### src/rtl/bfloat16_result_fifo_if.sv
// Register-bus bundle used by the result FIFO: valid/ready request with byte strobes.
// The master drives the request and the slave returns the one-cycle ack with read data.
interface bfloat16_result_fifo_if;
    logic        valid;
    logic [31:0] addr;
    logic [31:0] wdata;
    logic [3:0]  wstrb;
    logic        ready;
    logic [31:0] rdata;

    modport master (output valid, addr, wdata, wstrb, input ready, rdata);
    modport slave  (input valid, addr, wdata, wstrb, output ready, rdata);
endinterface

### src/rtl/bfloat16_result_fifo.sv
// Circular FIFO that captures FMA results with their exception flags for CPU readout.
// It raises a level interrupt once the fill level reaches a programmable threshold.
module bfloat16_result_fifo #(
    parameter int          DEPTH     = 8,
    parameter int          AW        = 3,
    parameter logic [31:0] BASE_ADDR = 32'h3000_0100
) (
    input  logic                 clk,
    input  logic                 reset,
    input  logic                 res_valid,
    input  logic [31:0]          res_data,
    input  logic [9:0]           res_flags,
    bfloat16_result_fifo_if.slave bus,
    output logic                 irq,
    output logic [AW:0]          count
);

    typedef enum logic {S_IDLE, S_ACK} bus_state_t;

    bus_state_t    state, state_n;
    logic [41:0]   mem [DEPTH];
    logic [AW-1:0] wr_ptr, rd_ptr;
    logic          ovf, udf, irq_en;
    logic [7:0]    threshold;
    logic [31:0]   rdata_q, rdata_n;
    logic [41:0]   head;
    logic [1:0]    reg_sel;
    logic          in_win, do_ack, is_read, full, empty;
    logic          do_pop, do_push, do_flush, set_ovf, set_udf, status_wr, ctrl_wr;
    logic          unused_bits;

    assign head    = mem[rd_ptr];
    assign reg_sel = bus.addr[3:2];
    assign is_read = (bus.wstrb == 4'b0000);
    assign full    = (count == (AW+1)'(DEPTH));
    assign empty   = (count == '0);

    assign bus.ready = (state == S_ACK);
    assign bus.rdata = rdata_q;

    assign unused_bits = ^{bus.addr[1:0], bus.wdata[30:16], bus.wdata[7:6], bus.wdata[3:1]};

    // The ack cycle always falls back to idle, which guarantees a low cycle between acks.
    always_comb begin
        state_n = state;
        do_ack  = 1'b0;
        in_win  = bus.valid && (bus.addr[31:4] == BASE_ADDR[31:4]);
        case (state)
            S_IDLE: if (in_win) begin
                state_n = S_ACK;
                do_ack  = 1'b1;
            end
            S_ACK:   state_n = S_IDLE;
            default: state_n = S_IDLE;
        endcase
    end

    always_comb begin
        do_pop    = do_ack && is_read && (reg_sel == 2'd0) && !empty;
        set_udf   = do_ack && is_read && (reg_sel == 2'd0) && empty;
        status_wr = do_ack && !is_read && (reg_sel == 2'd2) && bus.wstrb[0];
        ctrl_wr   = do_ack && !is_read && (reg_sel == 2'd3);
        do_flush  = ctrl_wr && bus.wstrb[3] && bus.wdata[31];
        // A pop on the same edge frees a slot, so a full FIFO still accepts the push.
        do_push   = res_valid && (!full || do_pop) && !do_flush;
        set_ovf   = res_valid && full && !do_pop && !do_flush;

        rdata_n = '0;
        if (is_read) begin
            case (reg_sel)
                2'd0: rdata_n = empty ? '0 : head[31:0];
                2'd1: rdata_n = {22'b0, head[41:32]};
                2'd2: rdata_n = {16'b0, threshold, ovf, udf, full, empty, 4'(count)};
                2'd3: rdata_n = {16'b0, threshold, 7'b0, irq_en};
                default: rdata_n = '0;
            endcase
        end
    end

    always_ff @(posedge clk) begin
        if (do_push) mem[wr_ptr] <= {res_flags, res_data};
    end

    always_ff @(posedge clk or posedge reset) begin
        if (reset) begin
            state     <= S_IDLE;
            rdata_q   <= '0;
            wr_ptr    <= '0;
            rd_ptr    <= '0;
            count     <= '0;
            ovf       <= 1'b0;
            udf       <= 1'b0;
            irq_en    <= 1'b0;
            threshold <= 8'(DEPTH);
            irq       <= 1'b0;
        end else begin
            state   <= state_n;
            rdata_q <= do_ack ? rdata_n : '0;

            if (do_flush) begin
                wr_ptr <= '0;
                rd_ptr <= '0;
                count  <= '0;
            end else begin
                if (do_push) wr_ptr <= wr_ptr + 1'b1;
                if (do_pop)  rd_ptr <= rd_ptr + 1'b1;
                count <= count + (AW+1)'(do_push) - (AW+1)'(do_pop);
            end

            ovf <= (ovf && !(status_wr && bus.wdata[5])) || set_ovf;
            udf <= (udf && !(status_wr && bus.wdata[4])) || set_udf;

            if (ctrl_wr && bus.wstrb[0]) irq_en <= bus.wdata[0];
            if (ctrl_wr && bus.wstrb[1])
                threshold <= (bus.wdata[15:8] == 8'd0) ? 8'd1 : bus.wdata[15:8];

            irq <= irq_en && ((8'(count) >= threshold) || ovf);
        end
    end

endmodule

### src/flat_wrapper.sv
// flat-port wrapper written by rule: the top's interface ports become plain ports
module bfloat16_result_fifo_flat 
#(
    parameter int          DEPTH     = 8,
    parameter int          AW        = 3,
    parameter logic [31:0] BASE_ADDR = 32'h3000_0100
)
  (clk, reset, res_valid, res_data, res_flags, irq, count, bus_valid, bus_addr, bus_wdata, bus_wstrb, bus_ready, bus_rdata);
  bfloat16_result_fifo_if bus_i ();
  input  logic clk;
  input  logic reset;
  input  logic res_valid;
  input  logic [31:0] res_data;
  input  logic [9:0] res_flags;
  output logic irq;
  output logic [AW:0] count;
  input wire logic [$bits(bus_i.valid)-1:0] bus_valid;
  input wire logic [$bits(bus_i.addr)-1:0] bus_addr;
  input wire logic [$bits(bus_i.wdata)-1:0] bus_wdata;
  input wire logic [$bits(bus_i.wstrb)-1:0] bus_wstrb;
  output wire logic [$bits(bus_i.ready)-1:0] bus_ready;
  output wire logic [$bits(bus_i.rdata)-1:0] bus_rdata;
  assign bus_i.valid = bus_valid;
  assign bus_i.addr = bus_addr;
  assign bus_i.wdata = bus_wdata;
  assign bus_i.wstrb = bus_wstrb;
  assign bus_ready = bus_i.ready;
  assign bus_rdata = bus_i.rdata;
  bfloat16_result_fifo #(.DEPTH(DEPTH), .AW(AW), .BASE_ADDR(BASE_ADDR)) u_core (.clk(clk), .reset(reset), .res_valid(res_valid), .res_data(res_data), .res_flags(res_flags), .bus(bus_i), .irq(irq), .count(count));
endmodule
### config.mk
export PLATFORM = sky130hd
export DESIGN_NAME = bfloat16_result_fifo_flat
export DESIGN_NICKNAME = d
export VERILOG_FILES = /design/src/rtl/bfloat16_result_fifo_if.sv /design/src/rtl/bfloat16_result_fifo.sv /design/src/flat_wrapper.sv
export SDC_FILE = /design/constraint.sdc
export NUM_CORES = 1
export LEC_CHECK = 0
export ABC_AREA = 1
export CAP_MARGIN = 20
export CORE_AREA = 2 2 227 229
export DETAILED_ROUTE_END_ITERATION = 6
export DIE_AREA = 0 0 229 231
export SLEW_MARGIN = 20
export SYNTH_ARGS = -nofsm -noshare
export SYNTH_HDL_FRONTEND = slang
export SYNTH_SLANG_ARGS = --single-unit
### constraint.sdc
create_clock -name clk -period 8.5 [get_ports clk]
set_clock_uncertainty 0.05 [all_clocks]
set_input_delay 0.85 -clock clk [delete_from_list [all_inputs] [get_ports clk]]
set_output_delay 0.85 -clock clk [all_outputs]
set_load 0.005 [all_outputs]
==> impl_results.md <==
- Setup CP Type: input pin to flip-flop
- Tot Pwr: 4.64 mW
- CTS buffer count: 40
- CP Max Fanout: 42
- Leak: 6.68 nW
- Final HPWL DP: 21800 um
- CTS tree: built
- Routability cong.: 0.856
- Post-cts sizing count: 0
- Fin Setup TNS: 0 ps
- Die area: 0.0529 mm^2
- FFs w/ async S/R, synth: 14.1%
- DRC: 0
- Post-Place Worst Slack: 3850 ps
- Pins Over Slew Limit: 0
- Largest net degree at the start of global routing: 91
- Top post-synthesis cells by area: edfxtp_1 (63%), dfrtp_1 (8.5%), nor2_1 (6.1%)
- Critical Path RT: 8630 ps
- Ports: 152
- Outcome: finished, final reports clean
- FF+latch count, synth: 391
- Ys flop type: edfxtp_1
- IO buf count: 129
- Tightest Pin Transition: 1030 ps
- Vias in the first global route: 10300
- Worst setup margin: 4410 ps
- Detailed Routing Iterations Pass 1: 5
- Hold Path Class: flip-flop to flip-flop
- Syn Nets: 1421
- Pwr Density: 242 mW/mm^2
- Post-DRT Antenna Nets: 0
- WP data arrival: 4220 ps
- Rows: 83
- Total number of vias: 10300
- Crit end category: flip-flop
- Mapped Cells: 1294
- Top cell type's share of synthesized area: 63.2%
- Min cycle time layout: 4090 ps
- Top cells by count, synth: edfxtp_1 (336), nor2_1 (258), o21ai_0 (170)
- Sequential cell area fraction in the yosys report: 71.8%
- # nets final: 1533
- RSZ-0062 raised after global routing: no
- Clock root buffer: clkbuf_16
- Vias/cell: 4.84
- Cell taking the most area after synthesis: edfxtp_1
- Total gr overflow: 0
- Setup crit start kind: input pin
- H-tree depth: 2
- Initial antenna violation count: 8
- CTS Buffer Depth: 3
- Yosys Warn Count: 0
- Avg Synthesized Cell Area: 12.3 um^2
- Drt wl/cell: 18.6 um
- Slew HR: 31.0%
- Placed cell count: 2044
- Placed Area: 0.0179 mm^2
- Final cell count without fillers: 2122
- Chip width: 229 um
- Drt initial violations: 950
- DRT Wirelength: 39600 um
- Post CTS Setup Buffer Count: 0
- Initial Util: 31.5%
- Maximum vdd drop: 0.000141 V
- WHS: 440 ps
- Final setup vio count: 0
- Layout cells sized above 1: 8.00%
- Multi-input logic area: 0.00386 mm^2
- Most numerous cell in the Yosys netlist: edfxtp_1
- Hold Fails Final Rpt: 0
- Max-cap violations: 0
- Die height: 231 um
- First-pass GRT wire length: 60900 um
- Area grow syn2layout: 19.9%
- Post-Syn Area: 0.0160 mm^2
- Max Freq: 0.244 GHz
- Tcrit/Tclk final: 48.1%
- CORE AREA: 0.0507 mm^2
- Fin util: 37.8%
- Clk Latency, worst-skew pair: 560 ps
- Reg area: 0.0115 mm^2
- # clock sinks: 391
- Fillers: 4904
- Hold Buf Count CTS: 0
- Number of distinct library cells after synthesis: 40
- Clk slew on worst S/H paths: 60 ps
- Total GRT Usage: 14.9%
- Final instance area: 0.0192 mm^2
- Post-synth EDFFs: 336
cell families (layout without fill, tap and decap cells):
kind of cell	count (synthesis)	in the layout	share of synthesized area (%)
xor+xnor	2	2	0.110
flops	391	391	71.8
other cells	0	4	0
buf+inv	154	298	4.39
compound gates	299	299	11.1
fa+ha+maj	13	13	1.07
simple gates	435	435	11.5
worst max-delay path, stage by stage:
cell	delay, ps
clkdlybuf4s50_1	780
nor2_2	600
inv_2	100
nor2_4	300
nand3_4	320
nand2_4	200
nand3_4	230
nor2_4	150
buf_4	600
flip-flops by register name, indices dropped and copies added, names as in the netlist, 3 cells and up:
register	cells
u_core.rd_ptr	3
u_core.wr_ptr	3
u_core.count	4
u_core.mem	336
u_core.bus.rdata	32
u_core.threshold	8
layout make-up:
class                      instances  share of cell area, %
sequential                       391                   59.9
multi-input combinational        749                   20.2
timing repair buffer             143                   7.29
clock buffer                      52                   5.51
tap                              680                   4.44
inverter                          81                   1.62
clock inverter                    22                   1.02
antenna                            4                 0.0523
per-layer routing:
metal,share of wire (%),track usage [%],vias up
met5,0.12,0,-
met3,6.7,3.48,54
met2,47,23.9,296
met1,44,20.4,5055
met4,1.5,4.18,6
li1,-,-,4863
power breakdown:
part | switching (mW) | internal (mW) | leakage [nW]
clock network | 0.732 | 0.949 | 0.620
logic | 0.362 | 0.178 | 2.29
registers | 0.0706 | 2.35 | 3.77
layout by cell type (no fill, tap or decap), types with 2 or more instances in the layout:
master,instances
edfxtp_1,336
nand3_4,2
nor2_1,250
o211ai_1,37
nand4_1,4
clkinv_1,5
dfrtp_1,51
inv_1,73
xor2_1,2
nand2_4,2
o21ai_0,170
ha_1,12
nand2_2,2
o221ai_1,31
clkbuf_16,40
nand3_1,53
inv_6,4
dfrtp_4,2
inv_2,5
o22ai_1,24
o21ai_2,8
buf_4,14
clkdlybuf4s50_1,129
nor2_4,9
nand2_1,102
nor2_2,2
clkbuf_1,11
diode_2,4
bufinv_16,2
o21ai_1,3
a21oi_1,24
clkinv_2,12
worst paths after layout:
check	start	end	slack, ps	depth (start not counted)
worst max-delay path	bus_addr[3]	u_core.mem[3][24]$_DFFE_PP_	4410	9
worst min-delay path	u_core.udf$_DFF_PP0_	u_core.udf$_DFF_PP0_	440	2
worst max register to register	u_core.count[2]$_DFF_PP0_	u_core.mem[3][24]$_DFFE_PP_	5330	9
worst min register to register	u_core.udf$_DFF_PP0_	u_core.udf$_DFF_PP0_	440	2
max in group asynchronous	reset	u_core.rd_ptr[0]$_DFFE_PP0P_	6930	3
min in group asynchronous	reset	u_core.bus.rdata[14]$_DFF_PP0_	830	3
(Power assumes the default switching activity.)
